===== src/rtl/spi_pkg.sv =====
// Shared state encoding and command constants for the SPI ROM target.
package spi_pkg;

  typedef enum logic [2:0] {
    IDLE,
    CMD,
    ADDR_HI,
    ADDR_LO,
    DUMMY,
    DATA,
    ID,
    IGNORE
  } state_t;

  localparam logic [7:0] CMD_FAST_READ = 8'h0B;
  localparam logic [7:0] CMD_READ_ID   = 8'h9F;
  localparam logic [7:0] IDLE_FILL     = 8'hFF;

endpackage


===== src/rtl/spi_pin_sync.sv =====
// Multi-stage synchroniser for one asynchronous SPI pin, with one-cycle
// rise/fall pulses taken from the two oldest stages.
module spi_pin_sync #(
  parameter int   SYNC_STAGES = 2,
  parameter logic RESET_VAL   = 1'b1
) (
  input  logic i_clk,
  input  logic i_reset,
  input  logic i_pin,
  output logic o_level,
  output logic o_rise,
  output logic o_fall
);

  logic [SYNC_STAGES-1:0] r_sync;

  always_ff @(posedge i_clk) begin
    if (i_reset) begin
      r_sync <= {SYNC_STAGES{RESET_VAL}};
    end else begin
      r_sync <= {r_sync[SYNC_STAGES-2:0], i_pin};
    end
  end

  assign o_level = r_sync[SYNC_STAGES-1];
  assign o_rise  = r_sync[SYNC_STAGES-2] & ~r_sync[SYNC_STAGES-1];
  assign o_fall  = ~r_sync[SYNC_STAGES-2] & r_sync[SYNC_STAGES-1];

endmodule


===== src/rtl/spi_rom_target.sv =====
// SPI mode-0 target streaming bytes from a byte-wide memory port using a
// FAST-READ (0B) protocol, plus a fixed ID response (9F).
module spi_rom_target
  import spi_pkg::*;
#(
  parameter int         ADDR_W      = 16,
  parameter logic [7:0] ID_BYTE     = 8'hB5,
  parameter int         SYNC_STAGES = 2
) (
  input  logic              clk_clk,
  input  logic              reset_reset,
  input  logic              spi_SCLK,
  input  logic              spi_MOSI,
  input  logic              spi_SS_n,
  output logic              spi_MISO,
  output logic              spi_MISO_oe,
  output logic [ADDR_W-1:0] mem_addr,
  output logic              mem_rd,
  input  logic [7:0]        mem_rdata,
  input  logic              mem_rdvalid,
  output logic              busy,
  output logic [7:0]        last_cmd,
  output logic              underrun
);

  logic w_sck_rise, w_sck_fall, w_unused_sck_level;
  logic w_mosi, w_unused_mosi_rise, w_unused_mosi_fall;
  logic w_ss_rise, w_ss_fall, w_unused_ss_level;

  spi_pin_sync #(.SYNC_STAGES(SYNC_STAGES), .RESET_VAL(1'b0)) u_sync_sclk (
    .i_clk(clk_clk), .i_reset(reset_reset), .i_pin(spi_SCLK),
    .o_level(w_unused_sck_level), .o_rise(w_sck_rise), .o_fall(w_sck_fall)
  );

  spi_pin_sync #(.SYNC_STAGES(SYNC_STAGES), .RESET_VAL(1'b1)) u_sync_mosi (
    .i_clk(clk_clk), .i_reset(reset_reset), .i_pin(spi_MOSI),
    .o_level(w_mosi), .o_rise(w_unused_mosi_rise), .o_fall(w_unused_mosi_fall)
  );

  spi_pin_sync #(.SYNC_STAGES(SYNC_STAGES), .RESET_VAL(1'b1)) u_sync_ss (
    .i_clk(clk_clk), .i_reset(reset_reset), .i_pin(spi_SS_n),
    .o_level(w_unused_ss_level), .o_rise(w_ss_rise), .o_fall(w_ss_fall)
  );

  state_t            r_state, w_next_state;
  logic [2:0]        r_bit_cnt;
  logic [6:0]        r_rx;
  logic [7:0]        r_tx;
  logic              r_miso;
  logic [ADDR_W-1:0] r_addr;
  logic [7:0]        r_addr_hi;
  logic              r_mem_rd;
  logic [7:0]        r_hold;
  logic              r_ready;
  logic [7:0]        r_last_cmd;
  logic              r_underrun;

  logic              w_active, w_byte_done, w_capture, w_underrun_set;
  logic              w_id_load, w_data_load, w_fetch;
  logic [7:0]        w_rx_byte, w_load_byte;
  logic [ADDR_W-1:0] w_fetch_addr;

  assign w_active    = (r_state != IDLE);
  assign w_rx_byte   = {r_rx, w_mosi};
  // Deselect outranks any SCLK edge seen in the same clock.
  assign w_byte_done = w_active && w_sck_rise && (r_bit_cnt == 3'd7) && !w_ss_rise;

  always_ff @(posedge clk_clk) begin
    if (reset_reset) begin
      r_state <= IDLE;
    end else begin
      r_state <= w_next_state;
    end
  end

  always_comb begin
    w_next_state = r_state;
    if (w_ss_rise) begin
      w_next_state = IDLE;
    end else begin
      case (r_state)
        IDLE:    if (w_ss_fall) w_next_state = CMD;
        CMD: begin
          if (w_byte_done) begin
            if (w_rx_byte == CMD_FAST_READ)    w_next_state = ADDR_HI;
            else if (w_rx_byte == CMD_READ_ID) w_next_state = ID;
            else                               w_next_state = IGNORE;
          end
        end
        ADDR_HI: if (w_byte_done) w_next_state = ADDR_LO;
        ADDR_LO: if (w_byte_done) w_next_state = DUMMY;
        DUMMY:   if (w_byte_done) w_next_state = DATA;
        default: w_next_state = r_state;
      endcase
    end
  end

  always_comb begin
    w_id_load    = 1'b0;
    w_data_load  = 1'b0;
    w_fetch      = 1'b0;
    w_fetch_addr = r_addr + ADDR_W'(1);
    case (r_state)
      CMD:     w_id_load = w_byte_done && (w_rx_byte == CMD_READ_ID);
      ID:      w_id_load = w_byte_done;
      ADDR_LO: begin
        w_fetch      = w_byte_done;
        w_fetch_addr = ADDR_W'({r_addr_hi, w_rx_byte});
      end
      DUMMY, DATA: begin
        w_data_load = w_byte_done;
        w_fetch     = w_byte_done;
      end
      default: w_fetch = 1'b0;
    endcase
    // A response landing on the load clock itself is used directly.
    w_load_byte = ID_BYTE;
    if (w_data_load) begin
      if (mem_rdvalid)  w_load_byte = mem_rdata;
      else if (r_ready) w_load_byte = r_hold;
      else              w_load_byte = IDLE_FILL;
    end
    w_underrun_set = w_data_load && !r_ready && !mem_rdvalid;
    w_capture      = mem_rdvalid && !w_ss_rise && ((r_state == DUMMY) || (r_state == DATA));
  end

  always_ff @(posedge clk_clk) begin
    if (reset_reset) begin
      r_bit_cnt  <= 3'd0;
      r_rx       <= 7'd0;
      r_tx       <= IDLE_FILL;
      r_miso     <= 1'b1;
      r_addr     <= '0;
      r_addr_hi  <= 8'h00;
      r_mem_rd   <= 1'b0;
      r_hold     <= 8'h00;
      r_ready    <= 1'b0;
      r_last_cmd <= 8'h00;
      r_underrun <= 1'b0;
    end else begin
      r_mem_rd <= w_fetch;
      if (w_fetch) r_addr <= w_fetch_addr;
      if (w_underrun_set) r_underrun <= 1'b1;
      if ((r_state == CMD) && w_byte_done) r_last_cmd <= w_rx_byte;
      if ((r_state == ADDR_HI) && w_byte_done) r_addr_hi <= w_rx_byte;
      if (w_ss_rise) begin
        r_bit_cnt <= 3'd0;
        r_ready   <= 1'b0;
        r_miso    <= 1'b1;
        r_tx      <= IDLE_FILL;
      end else if (w_active) begin
        if (w_sck_rise) begin
          r_bit_cnt <= r_bit_cnt + 3'd1;
          r_rx      <= {r_rx[5:0], w_mosi};
        end
        if (w_sck_fall) begin
          r_miso <= r_tx[7];
          r_tx   <= {r_tx[6:0], 1'b1};
        end else if (w_id_load || w_data_load) begin
          r_tx <= w_load_byte;
        end
        if (w_data_load) begin
          r_ready <= 1'b0;
        end else if (w_capture) begin
          r_hold  <= mem_rdata;
          r_ready <= 1'b1;
        end
      end
    end
  end

  assign spi_MISO    = r_miso;
  assign busy        = w_active;
  assign spi_MISO_oe = w_active;
  assign mem_addr    = r_addr;
  assign mem_rd      = r_mem_rd;
  assign last_cmd    = r_last_cmd;
  assign underrun    = r_underrun;

endmodule


===== config.mk =====
export PLATFORM = sky130hd
export DESIGN_NAME = spi_rom_target
export DESIGN_NICKNAME = d
export VERILOG_FILES = /design/src/rtl/spi_pkg.sv /design/src/rtl/spi_pin_sync.sv /design/src/rtl/spi_rom_target.sv
export SDC_FILE = /design/constraint.sdc
export NUM_CORES = 1
export LEC_CHECK = 0
export CORE_ASPECT_RATIO = 1.25
export CORE_MARGIN = 2
export CORE_UTILIZATION = 59
export CTS_CLUSTER_SIZE = 12
export DETAILED_ROUTE_END_ITERATION = 8
export GPL_TIMING_DRIVEN = 0
export PLACE_DENSITY = 0.84
export SYNTH_ARGS = -nofsm -noshare
export SYNTH_HDL_FRONTEND = slang
export SYNTH_SLANG_ARGS = --single-unit

===== constraint.sdc =====
create_clock -name clk_clk -period 3.15 [get_ports clk_clk]
set_input_delay 0.945 -clock clk_clk [delete_from_list [all_inputs] [get_ports clk_clk]]
set_output_delay 0.945 -clock clk_clk [all_outputs]
set_load 0.02 [all_outputs]

==> results of run 1 <==
-- power by group --
part,total (uW),switching [uW],internal [uW]
clock network,726,339,387
registers,907,4.61,902
logic,82.5,48.8,33.6
-- cells by family after synthesis --
kind of cell,count (synthesis),synth area share [%]
simple gates,143,21.5
fa+ha+maj,3,1.12
buf+inv,36,5.39
flops,71,42.3
mux,33,9.82
xor+xnor,2,0.521
compound gates,102,19.3
-- cell type report --
cell class	count	area share, %
clock buffer	13	3.69
buffer	25	3.47
multi-input combinational	283	43.6
timing repair buffer	40	9.92
sequential	71	35.2
tap	64	1.98
inverter	11	1.02
clock inverter	3	1.05
-- cells in the final DEF, fill, tap and decap left out, types with 7 or more instances in the layout --
cell | synthesis | layout
sky130_fd_sc_hd__clkdlybuf4s50_1 | 0 | 40
sky130_fd_sc_hd__nor2_1 | 65 | 65
sky130_fd_sc_hd__mux2i_1 | 33 | 33
sky130_fd_sc_hd__nand2_1 | 17 | 17
sky130_fd_sc_hd__nand3_1 | 8 | 8
sky130_fd_sc_hd__o21ai_0 | 22 | 22
sky130_fd_sc_hd__inv_1 | 10 | 10
sky130_fd_sc_hd__clkbuf_8 | 0 | 10
sky130_fd_sc_hd__dfxtp_1 | 71 | 71
sky130_fd_sc_hd__clkbuf_1 | 13 | 16
sky130_fd_sc_hd__nand4_1 | 7 | 7
sky130_fd_sc_hd__o22ai_1 | 7 | 7
sky130_fd_sc_hd__a21oi_1 | 36 | 36
-- per-layer routing --
metal / routed length [um] / part of all wire (%) / vias to the layer above / global-route usage (%)
li1: - / - / 1499 / -
met1: 3300 / 39 / 1484 / 30.9
met2: 4160 / 49 / 142 / 47.0
met3: 553 / 6.6 / 37 / 4.21
met4: 397 / 4.7 / 0 / 20.2
met5: 0 / 0 / - / 0
-- worst max-delay path by stage --
stage | startpoint | to | cells after the start
2_1_floorplan | mem_rdvalid | r_hold[0] | 5
3_3_place_gp | reset_reset | r_tx[1] | 5
3_5_place_dp | reset_reset | r_tx[3] | 5
4_1_cts | r_state[2] | spi_MISO_oe | 5
5_1_grt | r_state[2] | spi_MISO_oe | 5
6_report | r_state[1] | spi_MISO_oe | 4
-- stage by stage --
stage,cells,hold slack (ps),instance area (um2)
after global routing,510,445,4040
after CTS,510,423,4040
after detailed placement,494,404,3840
after floorplan,390,389,3360
after global placement,494,394,3840
final,510,419,4040
-- flip-flops by register name, indices dropped and copies added (netlist names) --
signal	cells
r_bit_cnt	3
u_sync_mosi.r_sync	2
spi_MISO	1
r_tx	8
r_hold	8
u_sync_sclk.r_sync	2
mem_rd	1
r_state	3
mem_addr	16
last_cmd	8
r_ready	1
u_sync_ss.r_sync	2
r_addr_hi	8
r_rx	7
underrun	1
-- worst reg2reg max path, cell delays in order (launching register included) --
cell and delay (ps):
sky130_fd_sc_hd__dfxtp_1 450, sky130_fd_sc_hd__ha_1 240, sky130_fd_sc_hd__nand3_1 220, sky130_fd_sc_hd__nor3_1 650
sky130_fd_sc_hd__nand4_1 170, sky130_fd_sc_hd__a21o_1 220, sky130_fd_sc_hd__a21oi_1 140
==> Flow_metrics.wiki, run 1 <==
{| class="wikitable"
! Metric !! Value
|-
| Reg-to-Reg Start || mem_addr[0]
|-
| Maximum root-to-sink buffer count || 2
|-
| Number of endpoints with negative hold slack in the final report || 0
|-
| Initial cell density of the core || 61.4%
|-
| Port bufs || 40
|-
| Violation count after the first detailed-routing iteration || around 180
|-
| Tot Pwr || about 1700 uW
|-
| Synthesized instance count || just under 400
|-
| Dominant cell by count in the synthesized netlist || sky130_fd_sc_hd__dfxtp_1
|-
| Post-Route Utilization || around three quarters
|-
| Arr. time, crit path || around 1800 ps
|-
| Critical hold path startpoint || u_sync_mosi.r_sync[0]
|-
| GRT Overall Usage || ~27%
|-
| Floorplan die area || approximately 0.0063 mm2
|-
| Maximum number of pins on one net before global-route repair || 12
|-
| Detailed-route wire length || ~8.4 mm
|-
| Number of H-tree levels || 3
|-
| Syn_nets || approximately 410
|-
| Drt drc || 0
|-
| Setup Skew || 9.66 ps
|-
| Post-synth ARST share || 0%
|-
| Post-synth top cells || sky130_fd_sc_hd__dfxtp_1 (71), sky130_fd_sc_hd__nor2_1 (65), sky130_fd_sc_hd__a21oi_1 (36)
|-
| Area of the placeable core || roughly 0.0055 mm2
|-
| Average vias per placed instance || between 6 and 7
|-
| Crit Path Max Fanout || 6
|-
| Synthesized area || 0.00336 mm2
|-
| Postcts setup bufs || 0
|-
| Worst slack, placed || 699 ps
|-
| Initial antenna violation count || 0
|-
| Worst slew margin relative to its limit || between 40% and 50%
|-
| Synthesis warning total || 0
|-
| Total number of clock tree sinks || just over 70
|-
| Crit-path cells || nor3_4 -> inv_2 -> buf_4 -> clkdlybuf4s50_1
|-
| Number of synthesized flops with an enable pin || 0
|-
| Library cell with the largest summed area after synthesis || sky130_fd_sc_hd__dfxtp_1
|-
| Dominant delay contributor by cell family on the critical path || buffers and inverters
|-
| Post_cts resized || 0
|-
| Io pins || 43
|-
| Crit Reg-Reg Endpoint || mem_addr[12]
|-
| Chip Width || a little over 70 um
|-
| Worst r2r path cells || 6
|-
| Number of pins with negative max-slew slack in the final report || 0
|-
| Most used flip-flop cell after synthesis || sky130_fd_sc_hd__dfxtp_1
|-
| Power density of the placed cells || around 430 mW/mm2
|-
| Cell type of the slowest stage on the worst timing path || sky130_fd_sc_hd__clkdlybuf4s50_1
|-
| Synth top area cells || sky130_fd_sc_hd__dfxtp_1 (42%), sky130_fd_sc_hd__mux2i_1 (9.8%), sky130_fd_sc_hd__nor2_1 (7.3%)
|-
| Area occupied by registers || 0.00142 mm2
|-
| Clk_lat worst skew || between 300 and 400 ps
|-
| Chip height || approximately 88 um
|-
| Worst-margin pin slew || 791 ps
|-
| Setup repair after global routing missed its margin || no
|-
| Net count reported at finish || ~460
|-
| Sum Neg Setup Slack || 0 ps
|-
| Post-route fraction of the period consumed by the critical path || 87.4%
|-
| Master cell of the clock root buffer || sky130_fd_sc_hd__clkbuf_8
|-
| Total number of vias || between 3000 and 4000
|-
| Leakage component of the power || about 0.0015 uW
|-
| Slack of the worst reg-to-reg path || roughly 1000 ps
|-
| Unique masters post-synth || 59
|-
| Average size of a mapped cell || ~8.6 um2
|-
| Number of iterations in the first detailed-routing pass || 6
|-
| Highest ir drop seen on vdd || around 0.38 mV
|-
| Class of the most critical hold timing path || register to register
|-
| Critical Path Sink Type || primary output
|-
| Placement Rows || 30
|-
| Required time reported for the critical path endpoint || about 2200 ps
|-
| Antenna diode count || 0
|-
| Fraction of post-synthesis cell area in the top cell type by area || between 40% and 50%
|-
| TritonCTS clock tree || built
|-
| WHS Endpoint || u_sync_mosi.r_sync[1]
|-
| Fraction of layout cells with a size suffix above 1 || between 8 and 9%
|-
| GRT overflow || 0
|-
| Critical path start-end classification || register to primary output
|-
| Share of the yosys chip area belonging to registers || 42.3%
|-
| Reported max-cap violation count || 0
|-
| Synth-to-Final Area Change || 20.0%
|-
| Detailed-route wire length per cell || approximately 16 um
|-
| Final count of negative-setup-slack endpoints || 0
|-
| CP peak stage delay || about 520 ps
|-
| PnR worst setup slack || roughly 400 ps
|-
| Antenna viol nets, final || 0
|-
| Hold Buf Count CTS || 0
|-
| Hold-critical path depth || 1
|-
| Fin crit period || 2750 ps
|-
| Area of the multi-input gates || ~0.0018 mm2
|-
| Sort of element at the start of the critical path || register
|-
| Cts bufs inserted || 9
|-
| Clock-pin slew of the registers on the worst-case setup and hold paths || ~70 ps
|-
| Highest Clock Rate || approximately 360 MHz
|-
| Vias in the first global route || 2969
|-
| Gpl congestion || between 0.9 and 1
|-
| Final HPWL DP || 5.90 mm
|-
| Buf/Inv on CP || 3
|-
| Run status || completed
|-
| Global-route wire length before repair || 13.3 mm
|-
| Number of synthesized register bits || ~70
|-
| Final-layout fill cell count || 434
|}
(Power assumes the default switching activity.)
==> run 2, diff against run 1 <==
--- a/config.mk
+++ b/config.mk
@@ -7,11 +7,11 @@
 export LEC_CHECK = 0
 export CORE_ASPECT_RATIO = 1.25
 export CORE_MARGIN = 2
-export CORE_UTILIZATION = 59
+export CORE_UTILIZATION = 55
 export CTS_CLUSTER_SIZE = 12
 export DETAILED_ROUTE_END_ITERATION = 8
 export GPL_TIMING_DRIVEN = 0
-export PLACE_DENSITY = 0.84
+export PLACE_DENSITY = 0.79
 export SYNTH_ARGS = -nofsm -noshare
 export SYNTH_HDL_FRONTEND = slang
 export SYNTH_SLANG_ARGS = --single-unit
==> constraint.sdc (replaced) <==
create_clock -name clk_clk -period 2.78 [get_ports clk_clk]
set_input_delay 0.834 -clock clk_clk [delete_from_list [all_inputs] [get_ports clk_clk]]
set_output_delay 0.834 -clock clk_clk [all_outputs]
set_load 0.02 [all_outputs]
==> run 2 against run 1 <==
- cell count grew 3.5%
- register-to-register slack lost 350 ps
- worst hold slack lost 6.2 ps
- critical endpoint unchanged
==> Flow_metrics.wiki, run 2 (synthesis gave the netlist of run 1 again) <==
{| class="wikitable"
! Metric !! Value
|-
| Power density of the placed cells || between 500 and 600 mW/mm2
|-
| Chip Width || 73.9 um
|-
| Post-route fraction of the period consumed by the critical path || between 90% and 100%
|-
| Worst-margin pin slew || just over 800 ps
|-
| Net count reported at finish || approximately 460
|-
| Worst slew margin relative to its limit || between 40% and 50%
|-
| Leakage component of the power || 0.00155 uW
|-
| GRT Overall Usage || approximately 27%
|-
| Floorplan die area || 0.00676 mm2
|-
| Crit Reg-Reg Endpoint || mem_addr[15]
|-
| Area after detailed placement || ~0.0039 mm2
|-
| Placement Rows || 31
|-
| Final count of negative-setup-slack endpoints || 0
|-
| Postcts setup bufs || 0
|-
| Non-filler instance count after layout || approximately 530
|-
| Critical path start-end classification || register to primary output
|-
| Drt drc || 0
|-
| Antenna viol nets, final || 0
|-
| Vias in the first global route || between 3000 and 4000
|-
| Sum Neg Setup Slack || 0 ps
|-
| Flip-flop count of the largest register, all copies and words added || 16
|-
| Initial cell density of the core || a little under three fifths
|-
| Number of H-tree levels || 3
|-
| Final-layout fill cell count || 471
|-
| GRT overflow || 0
|-
| Fraction of layout cells with a size suffix above 1 || roughly a tenth
|-
| Violation count after the first detailed-routing iteration || 150
|-
| Initial antenna violation count || 0
|-
| Reported max-cap violation count || 0
|-
| Crit Path Max Fanout || 6
|-
| Number of pins with negative max-slew slack in the final report || 0
|-
| Port bufs || 40
|-
| Reg-to-Reg Start || r_bit_cnt[0]
|-
| Number of iterations in the first detailed-routing pass || 4
|-
| Chip height || 91.4 um
|-
| Source of the critical timing path || r_state[1]
|-
| Most common library cell in the layout ignoring fill and taps || sky130_fd_sc_hd__dfxtp_1
|-
| Run status || completed
|-
| Global-route wire length before repair || 14.0 mm
|-
| Synth-to-Final Area Change || 21.8%
|-
| Total number of vias || ~3000
|-
| Crit-path cells || nor3_4 -> inv_2 -> buf_4 -> clkdlybuf4s50_1
|-
| Setup repair after global routing missed its margin || no
|-
| Slack of the worst reg-to-reg path || ~640 ps
|-
| CP peak stage delay || approximately 520 ps
|-
| Cts bufs inserted || 9
|-
| Maximum number of pins on one net before global-route repair || 14
|-
| Arr. time, crit path || roughly 1800 ps
|-
| Highest Clock Rate || around 380 MHz
|-
| Sort of element at the start of the critical path || register
|-
| Hold Worst Slack || around 410 ps
|-
| Critical Path Sink Type || primary output
|-
| Last element of the critical path || spi_MISO_oe
|-
| Gpl congestion || ~0.91
|-
| Cell type of the slowest stage on the worst timing path || sky130_fd_sc_hd__clkdlybuf4s50_1
|-
| Logic depth of the worst path, buffers included || 4
|-
| Class of the most critical hold timing path || register to register
|-
| Post_cts resized || 0
|-
| Clk_lat worst skew || around 360 ps
|-
| Area of the placeable core || 0.00586 mm2
|-
| TritonCTS clock tree || built
|-
| Post-layout instance area || between 0.004 and 0.005 mm2
|-
| Total number of clock tree sinks || 71
|-
| Worst slack, placed || roughly 500 ps
|-
| Fin crit period || roughly 2600 ps
|-
| Average vias per placed instance || 5.75
|-
| Clock-pin slew of the registers on the worst-case setup and hold paths || 90 ps
|-
| Hold-critical path depth || 1
|-
| Number of endpoints with negative hold slack in the final report || 0
|-
| Antenna diode count || 0
|-
| Master cell of the clock root buffer || sky130_fd_sc_hd__clkbuf_8
|-
| Maximum root-to-sink buffer count || 2
|-
| Detailed-route wire length || about 8.4 mm
|-
| Detailed-route wire length per cell || around 16 um
|-
| Io pins || 43
|-
| Dominant delay contributor by cell family on the critical path || buffers and inverters
|-
| Buf/Inv on CP || 3
|-
| Setup Skew || around 18 ps
|-
| Highest ir drop seen on vdd || roughly 0.43 mV
|-
| Required time reported for the critical path endpoint || a little under 2000 ps
|-
| Placed insts || between 500 and 600
|-
| Final HPWL DP || about 6 mm
|-
| PnR worst setup slack || about 140 ps
|-
| Hold Buf Count CTS || 0
|-
| Commonest cells after routing, fill and taps aside || sky130_fd_sc_hd__dfxtp_1 (71), sky130_fd_sc_hd__nor2_1 (65), sky130_fd_sc_hd__clkdlybuf4s50_1 (40)
|-
| Worst r2r path cells || 6
|}
==> run 2: how the worst min path moves through the flow <==
stage / from / endpoint / slack, ps
after floorplan: u_sync_mosi.r_sync[0] / u_sync_mosi.r_sync[1] / 390
after global placement: u_sync_mosi.r_sync[0] / u_sync_mosi.r_sync[1] / 390
after detailed placement: u_sync_mosi.r_sync[0] / u_sync_mosi.r_sync[1] / 390
after CTS: u_sync_mosi.r_sync[0] / u_sync_mosi.r_sync[1] / 410
after global routing: u_sync_mosi.r_sync[0] / u_sync_mosi.r_sync[1] / 430
final: u_sync_mosi.r_sync[0] / u_sync_mosi.r_sync[1] / 410
==> run 2: cell type report <==
class                           instances  area (um2)  area share, %
Multi-Input combinational cell        283        1760           43.0
Sequential cell                        71        1420           34.7
Timing Repair Buffer                   40         400           9.78
Buffer                                 25         140           3.42
Clock buffer                           10         138           3.36
Tap cell                               82         103           2.51
Clock inverter                          6        91.3           2.23
Inverter                               11        41.3           1.01
==> run 2: worst reg2reg max path: cells and delay by family, from the launching register on <==
kind                       cells  cell delay [ps]
DFF                            1              360
AOI/OAI and AO/OA              3              930
and+or+nand+nor                1              320
adders and majority gates      2              430
==> run 2: power breakdown <==
part,total [uW],switching [uW],internal [uW]
logic,94.3,56.1,38.1
clock network,950,415,534
registers,1030,5.04,1020
total,2070,477,1590
==> run 2: stage by stage <==
| step | total power, uW | utilization (%) |
|---|---|---|
| finish | 2070 | 69.9 |
| floorplan | 1100 | - |
| global placement | 1140 | 66.0 |
| CTS | 2080 | 69.9 |
| detailed placement | 1140 | 66.0 |
| global route | 2140 | 69.9 |
==> run 2: metal layers <==
layer	GRT usage (%)	wire length [um]
met1	30.7	3470
met2	45.2	4400
met3	4.00	285
met4	16.5	287
met5	0	0
